[src/rtl/lifo_stack.sv]
// LIFO stack of DATA_WIDTH-bit words with a registered pop output.
// Illegal requests produce a one-cycle error pulse and leave all state untouched.
module lifo_stack #(
    parameter  int unsigned DATA_WIDTH = 8,
    parameter  int unsigned DEPTH      = 16,
    localparam int unsigned PTR_WIDTH  = $clog2(DEPTH)
) (
    input  logic                  clk,
    input  logic                  reset,
    input  logic                  push,
    input  logic                  pop,
    input  logic [DATA_WIDTH-1:0] data_in,
    output logic [DATA_WIDTH-1:0] data_out,
    output logic                  error,
    output logic                  full,
    output logic                  empty,
    output logic [PTR_WIDTH:0]    count
);

    localparam int unsigned CNT_W = PTR_WIDTH + 1;
    localparam logic [CNT_W-1:0] CNT_ONE  = CNT_W'(1);
    localparam logic [CNT_W-1:0] CNT_FULL = CNT_W'(DEPTH);

    typedef enum logic [1:0] {
        REQ_IDLE = 2'b00,
        REQ_POP  = 2'b01,
        REQ_PUSH = 2'b10,
        REQ_BOTH = 2'b11
    } req_e;

    logic [DATA_WIDTH-1:0] mem_q [DEPTH];

    logic [CNT_W-1:0]      count_q,    count_d;
    logic [DATA_WIDTH-1:0] data_out_q, data_out_d;
    logic                  error_q,    error_d;

    logic                  full_w;
    logic                  empty_w;
    logic                  wr_en;
    logic [PTR_WIDTH-1:0]  wr_addr;
    logic [PTR_WIDTH-1:0]  rd_addr;
    logic [CNT_W-1:0]      count_m1;
    req_e                  req;

    assign full_w   = (count_q == CNT_FULL);
    assign empty_w  = (count_q == '0);
    assign count_m1 = count_q - CNT_ONE;
    // Both addresses are only consumed when the count is in range, so truncation is safe.
    assign wr_addr  = count_q[PTR_WIDTH-1:0];
    assign rd_addr  = count_m1[PTR_WIDTH-1:0];
    assign req      = req_e'({push, pop});

    always_comb begin
        count_d    = count_q;
        data_out_d = data_out_q;
        error_d    = 1'b0;
        wr_en      = 1'b0;
        unique case (req)
            REQ_PUSH: begin
                if (full_w) begin
                    error_d = 1'b1;
                end else begin
                    wr_en   = 1'b1;
                    count_d = count_q + CNT_ONE;
                end
            end
            REQ_POP: begin
                if (empty_w) begin
                    error_d = 1'b1;
                end else begin
                    data_out_d = mem_q[rd_addr];
                    count_d    = count_m1;
                end
            end
            REQ_BOTH: error_d = 1'b1;
            default:  ;
        endcase
    end

    always_ff @(posedge clk or negedge reset) begin
        if (!reset) begin
            count_q    <= '0;
            data_out_q <= '0;
            error_q    <= 1'b0;
        end else begin
            count_q    <= count_d;
            data_out_q <= data_out_d;
            error_q    <= error_d;
        end
    end

    // Storage is deliberately left uncleared by reset.
    always_ff @(posedge clk) begin
        if (wr_en) begin
            mem_q[wr_addr] <= data_in;
        end
    end

    assign data_out = data_out_q;
    assign error    = error_q;
    assign full     = full_w;
    assign empty    = empty_w;
    assign count    = count_q;

endmodule

[config.mk]
export PLATFORM = sky130hd
export DESIGN_NAME = lifo_stack
export DESIGN_NICKNAME = d
export VERILOG_FILES = /design/src/rtl/lifo_stack.sv
export SDC_FILE = /design/constraint.sdc
export NUM_CORES = 1
export LEC_CHECK = 0
export BUFFER_PORTS_ARGS = -buffer_cell sky130_fd_sc_hd__buf_2
export CAP_MARGIN = 10
export CORE_MARGIN = 5
export CORE_UTILIZATION = 50
export CTS_BUF_LIST = sky130_fd_sc_hd__clkbuf_2
export CTS_CLUSTER_DIAMETER = 50
export DETAILED_ROUTE_END_ITERATION = 10
export PLACE_DENSITY = 0.76
export SETUP_SLACK_MARGIN = 0.2
export SLEW_MARGIN = 20
export SYNTH_ARGS = -nofsm -noshare
export SYNTH_HDL_FRONTEND = slang
export SYNTH_SLANG_ARGS = --single-unit
[constraint.sdc]
create_clock -name clk -period 3.1 [get_ports clk]
set_input_delay 0.155 -clock clk [delete_from_list [all_inputs] [get_ports clk]]
set_output_delay 0.155 -clock clk [all_outputs]
set_load 0.01 [all_outputs]
==> metrics.csv, run 1 <==
metric,value,unit
crit end category,flip-flop,
VDD IR max,0.879,mV
Final setup violation count,0,
distinct cell type count after synthesis,34,
Synth Area in Adders,1.09,%
fmax,376,MHz
number of global-route vias before repair,3582,
Fin. Hold Viols,0,
crit path kind,reg -> reg,
antenna cell count,0,
Syn Nets,395,
# port buffers,27,
Mapped Area,0.00575,mm2
placer congestion estimate,0.961,
ys flop type,edfxtp_1,
clock root buffer,clkbuf_2,
post-synth top area cell,edfxtp_1,
die area,0.0137,mm2
sequential area share after synthesis,72.9,%
first-pass GRT wire length,19900,um
H-tree levels,4,
Slew @ Worst Pin,0.929,ns
share of cells above drive strength 1,18.3,%
Leak,2.38,nW
die height,117,um
Fin Clk Skew,0.0376,ns
total CTS buffers,17,
1st-iter DRT viols,431,
Fillers,896,
hold-fix buffers at CTS,13,
Pre-antenna DRT Iters,5,
gr usage total,20.1,%
sequence of cells on the critical path,inv_1 -> ha_2 -> nor4bb_4 -> nor3b_2 -> nand2_1 -> nor2_1,
Min-Delay Path Class,in -> reg,
clock slew at reported path FFs,0.22,ns
"Largest stage delay, worst path",0.74,ns
unrepaired setup endpoints after global routing,no,
Setup crit start kind,flip-flop,
mux share of post-synthesis cell area,7.05,%
Via Count,3437,
fin crit share,85.7,%
Yosys top cell area share,66.8,%
CTS sink cnt,142,
initial antenna violation count,0,
Rel. slew slack,37.8,%
largest family of logic cells by synthesized area,simple AND/OR/NAND/NOR gates,
Total Routed Length,12700,um
Clock Latency Late Sink,0.69,ns
"worst slack, placed",0.480,ns
dpl hpwl,8240,um
R2R Setup Slk,0.44,ns
Core ar.,0.0114,mm2
IO Count,28,
xor and xnor area share after synthesis,1.68,%
WP data required,3.41,ns
starting density of the core,50.6,%
"Setup Fix Bufs, Post-CTS",0,
CTS tree,done,
Synth area leaders,"edfxtp_1, mux2i_1, dfrtp_1",
"Slew Viols, Final",0,
Final ANT Viol Nets,0,
post-CTS sizing,0,
Area growth syn-to-layout,13.8,%
post-synthesis async set-or-reset flop share,9.86,%
nets@finish,452,
max_cap viols,0,
Setup TNS,0,ns
Post-Syn Instances,378,
DR DRC count,0,
CTS max path bufs,2,
Synth Area in Compound Gates,4.85,%
Post-synth EDFFs,128,
crit path buf inv count,1,
largest net degree at the start of global routing,33,
post-synthesis simple-gate area fraction,10.7,%
status,finished clean,
CP arrival,2.97,ns
via-per-instance ratio,5.82,
die width,117,um
Yosys reg bits,142,
Core Rows,39,
PwrDens,942,mW/mm2
min cycle time layout,2.66,ns
Critical Path Slowest Stage Cell,nor2_1,
WL/cell,21.4,um
Syn Area/Cell,15.2,um2
total grt overflow,0,
Worst Slack Setup Final,0.444,ns
"delay-heaviest family, CP",simple AND/OR/NAND/NOR gates,
Ys Warns,0,
worst-path fanout max,8,
==> placed cells by master, fill, tap and decap left out, types with 2 or more instances in the layout <==
cell           count
edfxtp_1         128
nand2_1           67
mux2i_1           36
buf_2             27
nor2_1            24
clkbuf_2          19
nand3_1           16
a32oi_1           15
a22oi_1           15
dfrtp_1           14
dlygate4sd3_1     13
buf_4             13
nand4_1            9
bufinv_16          6
nand2b_1           4
ha_1               4
xor2_1             3
a21oi_1            3
xnor2_1            3
clkinv_1           3
inv_1              2
nor2b_1            2
and2_1             2
nor2_2             2
mux4_2             2
clkinvlp_4         2
==> synth_stat cells (all sizes together) (3+ instances only) <==
| master | instances |
|---|---|
| a21oi | 3 |
| a22oi | 15 |
| a32oi | 15 |
| buf | 12 |
| clkbuf | 4 |
| dfrtp | 14 |
| edfxtp | 128 |
| ha | 5 |
| mux2i | 36 |
| nand2 | 67 |
| nand2b | 4 |
| nand3 | 16 |
| nand4 | 9 |
| nor2 | 26 |
| xnor2 | 4 |
| xor2 | 4 |
==> cell families after synthesis <==
| logic type | count (synthesis) |
|---|---|
| DFF | 142 |
| and+or+nand+nor | 131 |
| muxes | 38 |
| AOI/OAI and AO/OA | 36 |
| buffers and inverters | 18 |
| xor gates and xnor gates | 8 |
| adders and majority gates | 5 |
==> state kept, by name (all words and copies together) (netlist names) <==
register,count
data_out,8
error,1
count,5
mem_q,128
==> final timing paths <==
kind,startpoint,endpoint,depth (start not counted)
min reg2reg,data_out[6]$_DFFE_PN0P_,data_out[6]$_DFFE_PN0P_,2
max,count[1]$_DFFE_PN0P_,mem_q[8][5]$_DFFE_PP_,6
min,data_in[4],mem_q[8][4]$_DFFE_PP_,2
min in group asynchronous,reset,data_out[3]$_DFFE_PN0P_,3
max in group asynchronous,reset,count[4]$_DFFE_PN0P_,3
max reg2reg,count[1]$_DFFE_PN0P_,mem_q[8][5]$_DFFE_PP_,6
==> per-stage QoR <==
| stage | instances | power (mW) | hold slack (ns) | utilization [%] | area [um2] |
|---|---|---|---|---|---|
| 3_5_place_dp | 546 | 4.83 | 0.0888 | 53.6 | 6100 |
| 2_1_floorplan | 378 | 4.14 | -0.141 | - | 5750 |
| 4_1_cts | 591 | 6.17 | 0.351 | 57.5 | 6540 |
| 6_report | 591 | 6.16 | 0.392 | 57.5 | 6540 |
| 3_3_place_gp | 546 | 4.76 | 0.0871 | 53.6 | 6100 |
| 5_1_grt | 591 | 6.50 | 0.339 | 57.5 | 6540 |
==> layer usage <==
layer / vias up / routed length [um] / track usage (%)
met5: - / 0 / 0
met4: 0 / 364 / 7.57
met3: 30 / 955 / 5.71
met2: 153 / 6240 / 32.3
met1: 1707 / 5110 / 26.1
li1: 1547 / - / -
==> cell type report <==
class	instances	area, um2	area share (%)
Clock buffer	19	95.1	1.45
Inverter	2	7.51	0.115
Tap cell	143	179	2.73
Clock inverter	13	220	3.37
Sequential cell	142	4190	64.1
Multi-Input combinational cell	218	1460	22.4
Timing Repair Buffer	54	383	5.85
==> worst reg2reg max path, cell delays in order (launching register included) <==
cell and delay (ns):
dfrtp_1 0.50, inv_1 0.14, ha_2 0.21, nor4bb_4 0.16
nor3b_2 0.38, nand2_1 0.19, nor2_1 0.74
==> power breakdown <==
part	internal, mW	total [mW]	switching (mW)
Clock	0.689	1.34	0.652
Sequential	2.26	2.38	0.115
Combinational	0.918	2.44	1.53
Power figures use the tool's default switching activity.
==> inputs of run 2 (changes only) <==
--- a/config.mk
+++ b/config.mk
@@ -5,6 +5,7 @@
 export SDC_FILE = /design/constraint.sdc
 export NUM_CORES = 1
 export LEC_CHECK = 0
+export ABC_AREA = 1
 export BUFFER_PORTS_ARGS = -buffer_cell sky130_fd_sc_hd__buf_2
 export CAP_MARGIN = 10
 export CORE_MARGIN = 5
==> run 2 against run 1 <==
Effect of this change: count of clock-buffer cells in the layout fell by 1; synthesized area rose by 9.9%; critical path depth rose by 3; global-route usage rose by 0.45 points; via count rose by 30%; sequential cell count did not move; fmax rose by 7.8%; clock skew fell by 0.0086 ns; critical endpoint is now data_out[4]$_DFFE_PN0P_; largest cell class unchanged; highest routed layer unchanged.
==> metrics.csv, run 2 <==
metric,value,unit,change
crit path buf inv count,2,,+1
WP data required,3.74,ns,+0.33 ns
share of cells above drive strength 1,11.6,%,-6.7 points
cell count along the critical path,9,,+3
most frequent cell after synthesis,nand2_1,,
clock slew at reported path FFs,0.20,ns,-0.02 ns
Biggest register,mem_q,,
dpl hpwl,9500,um,+15%
1st-iter DRT viols,589,,+37%
"delay-heaviest family, CP",simple AND/OR/NAND/NOR gates,,
die width,122,um,+4.4%
# port buffers,27,,unchanged
unrepaired setup endpoints after global routing,no,,
H-tree levels,4,,unchanged
gr usage total,20.5,%,+0.45 points
Fin Clk Skew,0.0290,ns,-0.00864 ns
CTS sink cnt,142,,unchanged
worst-path fanout max,25,,+17
via-per-instance ratio,5.13,,-12%
Critical Path Source,count[1]$_DFFE_PN0P_,,
max_cap viols,0,,unchanged
Syn Area/Cell,9.97,um2,-34%
IO Count,28,,unchanged
Syn Nets,651,,+65%
Yosys top cell area share,60.8,%,-6.0 points
Synth area leaders,"edfxtp_1, nand2_1, nand3_1",,
hold-fix buffers at CTS,13,,unchanged
status,finished clean,,
Clock Latency Late Sink,0.72,ns,+0.03 ns
antenna cell count,0,,unchanged
Via Count,4452,,+30%
"commonest non-fill, non-tap cell in the layout",nand2_1,,
worst reg-to-reg path cell count,9,,+3
Fin. Hold Viols,0,,unchanged
DR DRC count,0,,unchanged
Leak,3.16,nW,+33%
total CTS buffers,17,,unchanged
post-CTS sizing,0,,unchanged
min cycle time layout,2.47,ns,-0.191 ns
crit end category,flip-flop,,
VDD IR max,0.665,mV,-24%
initial antenna violation count,0,,unchanged
die area,0.0150,mm2,+9.1%
Ys Warns,0,,unchanged
Post-Syn Instances,634,,+68%
first-pass GRT wire length,22400,um,+13%
distinct cell type count after synthesis,23,,-32%
post-synthesis async set-or-reset flop share,9.86,%,unchanged
Met3 Wirelength,1370,um,+44%
sequential area share after synthesis,66.3,%,-6.6 points
WL/cell,16.4,um,-24%
R2R Setup Slk,0.63,ns,+0.19 ns
nets@finish,700,,+55%
starting density of the core,50.5,%,-0.068 points
most frequent cells in the layout,"nand2_1, edfxtp_1, inv_1",,
clock root buffer,clkbuf_2,,
WHS Path Cells,2,,unchanged
die height,122,um,+4.4%
routed length on met1,5990,um,+17%
sequence of cells on the critical path,inv_1 -> ha_1 -> inv_2 -> nand3_1 -> nand3_1 -> nand3_1 -> nand2_1 -> nand2_1 -> nand2_1,,
PwrDens,882,mW/mm2,-6.3%
largest net degree at the start of global routing,77,,+130%
Rel. slew slack,45.1,%,+7.3 points
"Largest stage delay, worst path",0.68,ns,-0.06 ns
crit path to,data_out[4]$_DFFE_PN0P_,,
Min-Delay Path Class,in -> reg,,
top sig layer,met4,,
met2 wire len,6400,um,+2.6%
Setup TNS,0,ns,unchanged
"worst slack, placed",0.726,ns,+0.246 ns
Pre-antenna DRT Iters,5,,unchanged
Area growth syn-to-layout,11.7,%,
Worst Slack Setup Final,0.635,ns,+0.191 ns
"Setup Fix Bufs, Post-CTS",0,,unchanged
Core ar.,0.0125,mm2,+10%
ys flop type,edfxtp_1,,
Final ANT Viol Nets,0,,unchanged
Post-synth EDFFs,128,,unchanged
Core Rows,41,,+5.1%
r2r startpoint,count[1]$_DFFE_PN0P_,,
Total Routed Length,14200,um,+12%
placer congestion estimate,1.03,,+7.5%
CTS tree,done,,
"Slew Viols, Final",0,,unchanged
post-synth top area cell,edfxtp_1,,
total grt overflow,0,,unchanged
crit path kind,reg -> reg,,
number of flip-flops in the largest register,128,,unchanged
most frequent cells after synthesis,"nand2_1, edfxtp_1, inv_1",,
Yosys reg bits,142,,unchanged
CTS max path bufs,2,,unchanged
Slew @ Worst Pin,0.820,ns,-0.109 ns
fmax,406,MHz,+7.8%
r2r endpoint,data_out[4]$_DFFE_PN0P_,,
number of global-route vias before repair,4293,,+20%
fin crit share,79.5,%,-6.2 points
Final setup violation count,0,,unchanged
Fillers,1109,,+24%
Setup crit start kind,flip-flop,,
CP arrival,3.11,ns,+0.14 ns
Critical Path Slowest Stage Cell,ha_1,,
Mapped Area,0.00632,mm2,+9.9%
## run 2: worst min-delay path by stage
stage | from | end
2_1_floorplan | reset | count[0]$_DFFE_PN0P_
3_3_place_gp | reset | data_out[6]$_DFFE_PN0P_
3_5_place_dp | reset | data_out[6]$_DFFE_PN0P_
4_1_cts | data_in[7] | mem_q[11][7]$_DFFE_PP_
5_1_grt | data_in[7] | mem_q[12][7]$_DFFE_PP_
6_report | data_in[7] | mem_q[9][7]$_DFFE_PP_
## run 2: logic make-up (layout without fill, tap and decap cells)
group	count (synthesis)	in the layout	share of synthesized area [%]
flops	142	142	66.3
fa+ha+maj	5	5	0.990
xor+xnor	6	6	1.07
buf+inv	144	206	8.93
compound gates	8	8	0.792
simple gates	329	329	21.9
## run 2: through the flow
step	std cells	utilization, %	area, um2	total power, mW	hold slack (ns)
final	868	56.4	7060	6.23	0.368
after global routing	868	56.4	7060	6.63	0.369
after CTS	868	56.4	7060	6.20	0.339
after detailed placement	823	53.2	6670	5.06	0.103
after global placement	823	53.2	6670	5.05	0.101
after floorplan	634	-	6320	4.30	-0.141
## run 2: final cells by class
class	count	area [um2]	area share, %
sequential	142	4200	59.4
clock inverter	14	174	2.46
timing repair buffer	54	370	5.25
multi-input combinational	348	1560	22.2
tap	172	215	3.05
inverter	120	450	6.38
clock buffer	18	90.1	1.28
## run 2: routing by layer
layer	GRT usage, %	up-vias
met5	0	-
met2	31.5	220
met4	10.1	0
met1	27.1	2058
met3	5.62	43
li1	-	2131
## run 2: power by group
part / switching [mW] / leakage, nW / internal, mW
clock: 0.634 / 0.152 / 0.519
combinational: 1.87 / 1.69 / 0.828
sequential: 0.123 / 1.32 / 2.25
==> inputs of run 3 (changes only) <==
==> constraint.sdc (replaced) <==
create_clock -name clk -period 2.27 [get_ports clk]
set_input_delay 0.1135 -clock clk [delete_from_list [all_inputs] [get_ports clk]]
set_output_delay 0.1135 -clock clk [all_outputs]
set_load 0.01 [all_outputs]
==> run 3 against run 2 <==
Effect of this change: sequential share of layout area down 0.53 points; cell count is 0.81% higher; combinational power increased by 52%; sequential cell count did not move; sequential power rose by 35%; count of clock-buffer cells in the layout did not move; first-iteration DRC count decreased by 38%; non-clock buffer count up 7; worst hold slack worse by 0.026 ns; routed wire length grew 7.6%; setup slack worse by 0.32 ns; critical path type is now reg -> out.
==> metrics.csv, run 3 (synthesized netlist as in run 2, its figures left out) <==
metric,value,unit,change
Leak,3.15,nW,-0.23%
crit path kind,reg -> out,,
worst-path fanout max,42,,+68%
crit end category,primary output,,
Setup TNS,0,ns,unchanged
total grt overflow,0,,unchanged
total CTS buffers,17,,unchanged
# port buffers,27,,unchanged
clock slew at reported path FFs,0.21,ns,about the same
DR DRC count,0,,unchanged
1st-iter DRT viols,367,,-38%
WP data required,2.16,ns,-1.58 ns
Pre-antenna DRT Iters,5,,unchanged
WL/cell,17.5,um,+6.8%
die area,0.0150,mm2,unchanged
CTS sink cnt,142,,unchanged
fmax,512,MHz,
max_cap viols,0,,unchanged
Clock Latency Late Sink,0.70,ns,-0.02 ns
Sequential Power Share,37.6,%,-0.5 points
Comb power frac,48.2,%,+4.8 points
Slew @ Worst Pin,0.725,ns,-0.0947 ns
clock power share,14.1,%,-4.4 points
CP arrival,1.84,ns,-1.27 ns
most frequent cells in the layout,"nand2_1, edfxtp_1, inv_1",,
status,finished clean,,
die height,122,um,unchanged
CTS tree,done,,
gr usage total,21.5,%,+1.0 points
Fin Clk Skew,0.0267,ns,-0.00232 ns
Fin. Hold Viols,0,,unchanged
Critical Path Source,count[0]$_DFFE_PN0P_,,
VDD IR max,0.654,mV,-1.7%
r2r endpoint,data_out[1]$_DFFE_PN0P_,,
Worst Slack Setup Final,0.315,ns,-0.320 ns
Via Count,4585,,+3.0%
worst reg-to-reg path cell count,9,,unchanged
initial antenna violation count,1,,+1
share of cells above drive strength 1,14.2,%,+2.6 points
nets@finish,707,,+1.0%
crit path buf inv count,3,,+1
"Slew Viols, Final",0,,unchanged
Critical Path Slowest Stage Cell,dfrtp_2,,
CTS max path bufs,2,,unchanged
PwrDens,1190,mW/mm2,+35%
r2r startpoint,count[1]$_DFFE_PN0P_,,
number of flip-flops in the largest register,128,,unchanged
Rel. slew slack,51.5,%,+6.4 points
starting density of the core,50.5,%,unchanged
unrepaired setup endpoints after global routing,no,,
cell count along the critical path,3,,-6
"commonest non-fill, non-tap cell in the layout",nand2_1,,
Area growth syn-to-layout,12.7,%,
Min-Delay Path Class,in -> reg,,
crit path to,count[0],,
"delay-heaviest family, CP",buffers and inverters,,
dpl hpwl,10400,um,+9.5%
IO Count,28,,unchanged
die width,122,um,unchanged
Pint,4.64,mW,+29%
R2R Setup Slk,0.35,ns,-0.28 ns
Biggest register,mem_q,,
number of global-route vias before repair,4500,,+4.8%
Total Routed Length,15300,um,+7.6%
fin crit share,86.1,%,
Final ANT Viol Nets,0,,unchanged
"Largest stage delay, worst path",0.44,ns,-0.24 ns
"worst slack, placed",0.207,ns,-0.519 ns
sequence of cells on the critical path,buf_6 -> buf_12 -> buf_2,,
min cycle time layout,1.95,ns,
Setup crit start kind,flip-flop,,
Core Rows,41,,unchanged
Switching Power,3.87,mW,+47%
Fillers,1104,,-0.45%
largest net degree at the start of global routing,43,,-44%
H-tree levels,4,,unchanged
Switching Fraction,45.5,%,+3.2 points
first-pass GRT wire length,23800,um,+6.2%
Core ar.,0.0125,mm2,unchanged
placer congestion estimate,0.985,,-4.6%
via-per-instance ratio,5.24,,+2.2%
Final setup violation count,0,,unchanged
clock root buffer,clkbuf_2,,
==> run 3: power by group through the flow <==
stage / sequential (mW) / clock (mW) / combinational, mW
5_1_grt: 3.22 / 1.34 / 4.47
3_3_place_gp: 3.25 / 0 / 3.85
2_1_floorplan: 3.28 / 0 / 2.63
4_1_cts: 3.19 / 1.23 / 3.96
6_report: 3.20 / 1.20 / 4.10
3_5_place_dp: 3.26 / 0 / 3.87
==> run 3: layer usage <==
layer  wire [um]  share of wire, %  GRT usage (%)  vias to the layer above
li1            -                 -              -                     2140
met1        6040                39           27.0                     2178
met2        7490                49           36.0                      224
met3        1230               8.0           4.98                       43
met4         558               3.6           9.17                        0
met5           0                 0              0                        -
==> run 3: metrics by stage <==
| step | util, % | hold WS [ns] | instance area [um2] | std cells | power [mW] |
|---|---|---|---|---|---|
| 2_1_floorplan | - | -0.182 | 6360 | 634 | 5.91 |
| 3_3_place_gp | 53.9 | 0.0414 | 6750 | 829 | 7.11 |
| 3_5_place_dp | 53.9 | 0.0439 | 6750 | 829 | 7.12 |
| 4_1_cts | 56.6 | 0.288 | 7090 | 874 | 8.38 |
| 5_1_grt | 56.9 | 0.325 | 7120 | 875 | 9.03 |
| 6_report | 56.9 | 0.343 | 7120 | 875 | 8.50 |
==> run 3: cell type report <==
type	count	area [um2]	share of cell area, %
antenna	1	2.50	0.0351
inverter	120	453	6.36
tap	172	215	3.02
sequential	142	4200	58.9
clock inverter	13	95.1	1.33
timing repair buffer	61	439	6.16
clock buffer	18	90.1	1.26
multi-input combinational	348	1630	22.9
==> run 3: tightest hold or removal path, cell delays in order <==
cell and delay (ns):
dlygate4sd3_1 0.52, buf_2 0.14, o22ai_1 0.10, nand3_1 0.10
xor2_1 0.06
==> run 3: what timing repair did <==
| action | CTS | global route |
|---|---|---|
| resized for setup | 5 | 6 |
| hold buffers | 13 | 0 |
| setup endpoints to repair | 3 | 9 |
| pin swaps | 0 | 0 |
| endpoints found under the hold margin | 163 | 0 |
| setup buffers | 1 | 0 |
==> run 3: worst min-delay path by stage <==
| stage | cells after the start | to | startpoint |
|---|---|---|---|
| floorplan | 0 | count[0]$_DFFE_PN0P_ | reset |
| global placement | 1 | count[2]$_DFFE_PN0P_ | reset |
| detailed placement | 1 | count[2]$_DFFE_PN0P_ | reset |
| CTS | 5 | count[4]$_DFFE_PN0P_ | push |
| global route | 2 | mem_q[13][0]$_DFFE_PP_ | data_in[0] |
| finish | 5 | count[4]$_DFFE_PN0P_ | push |
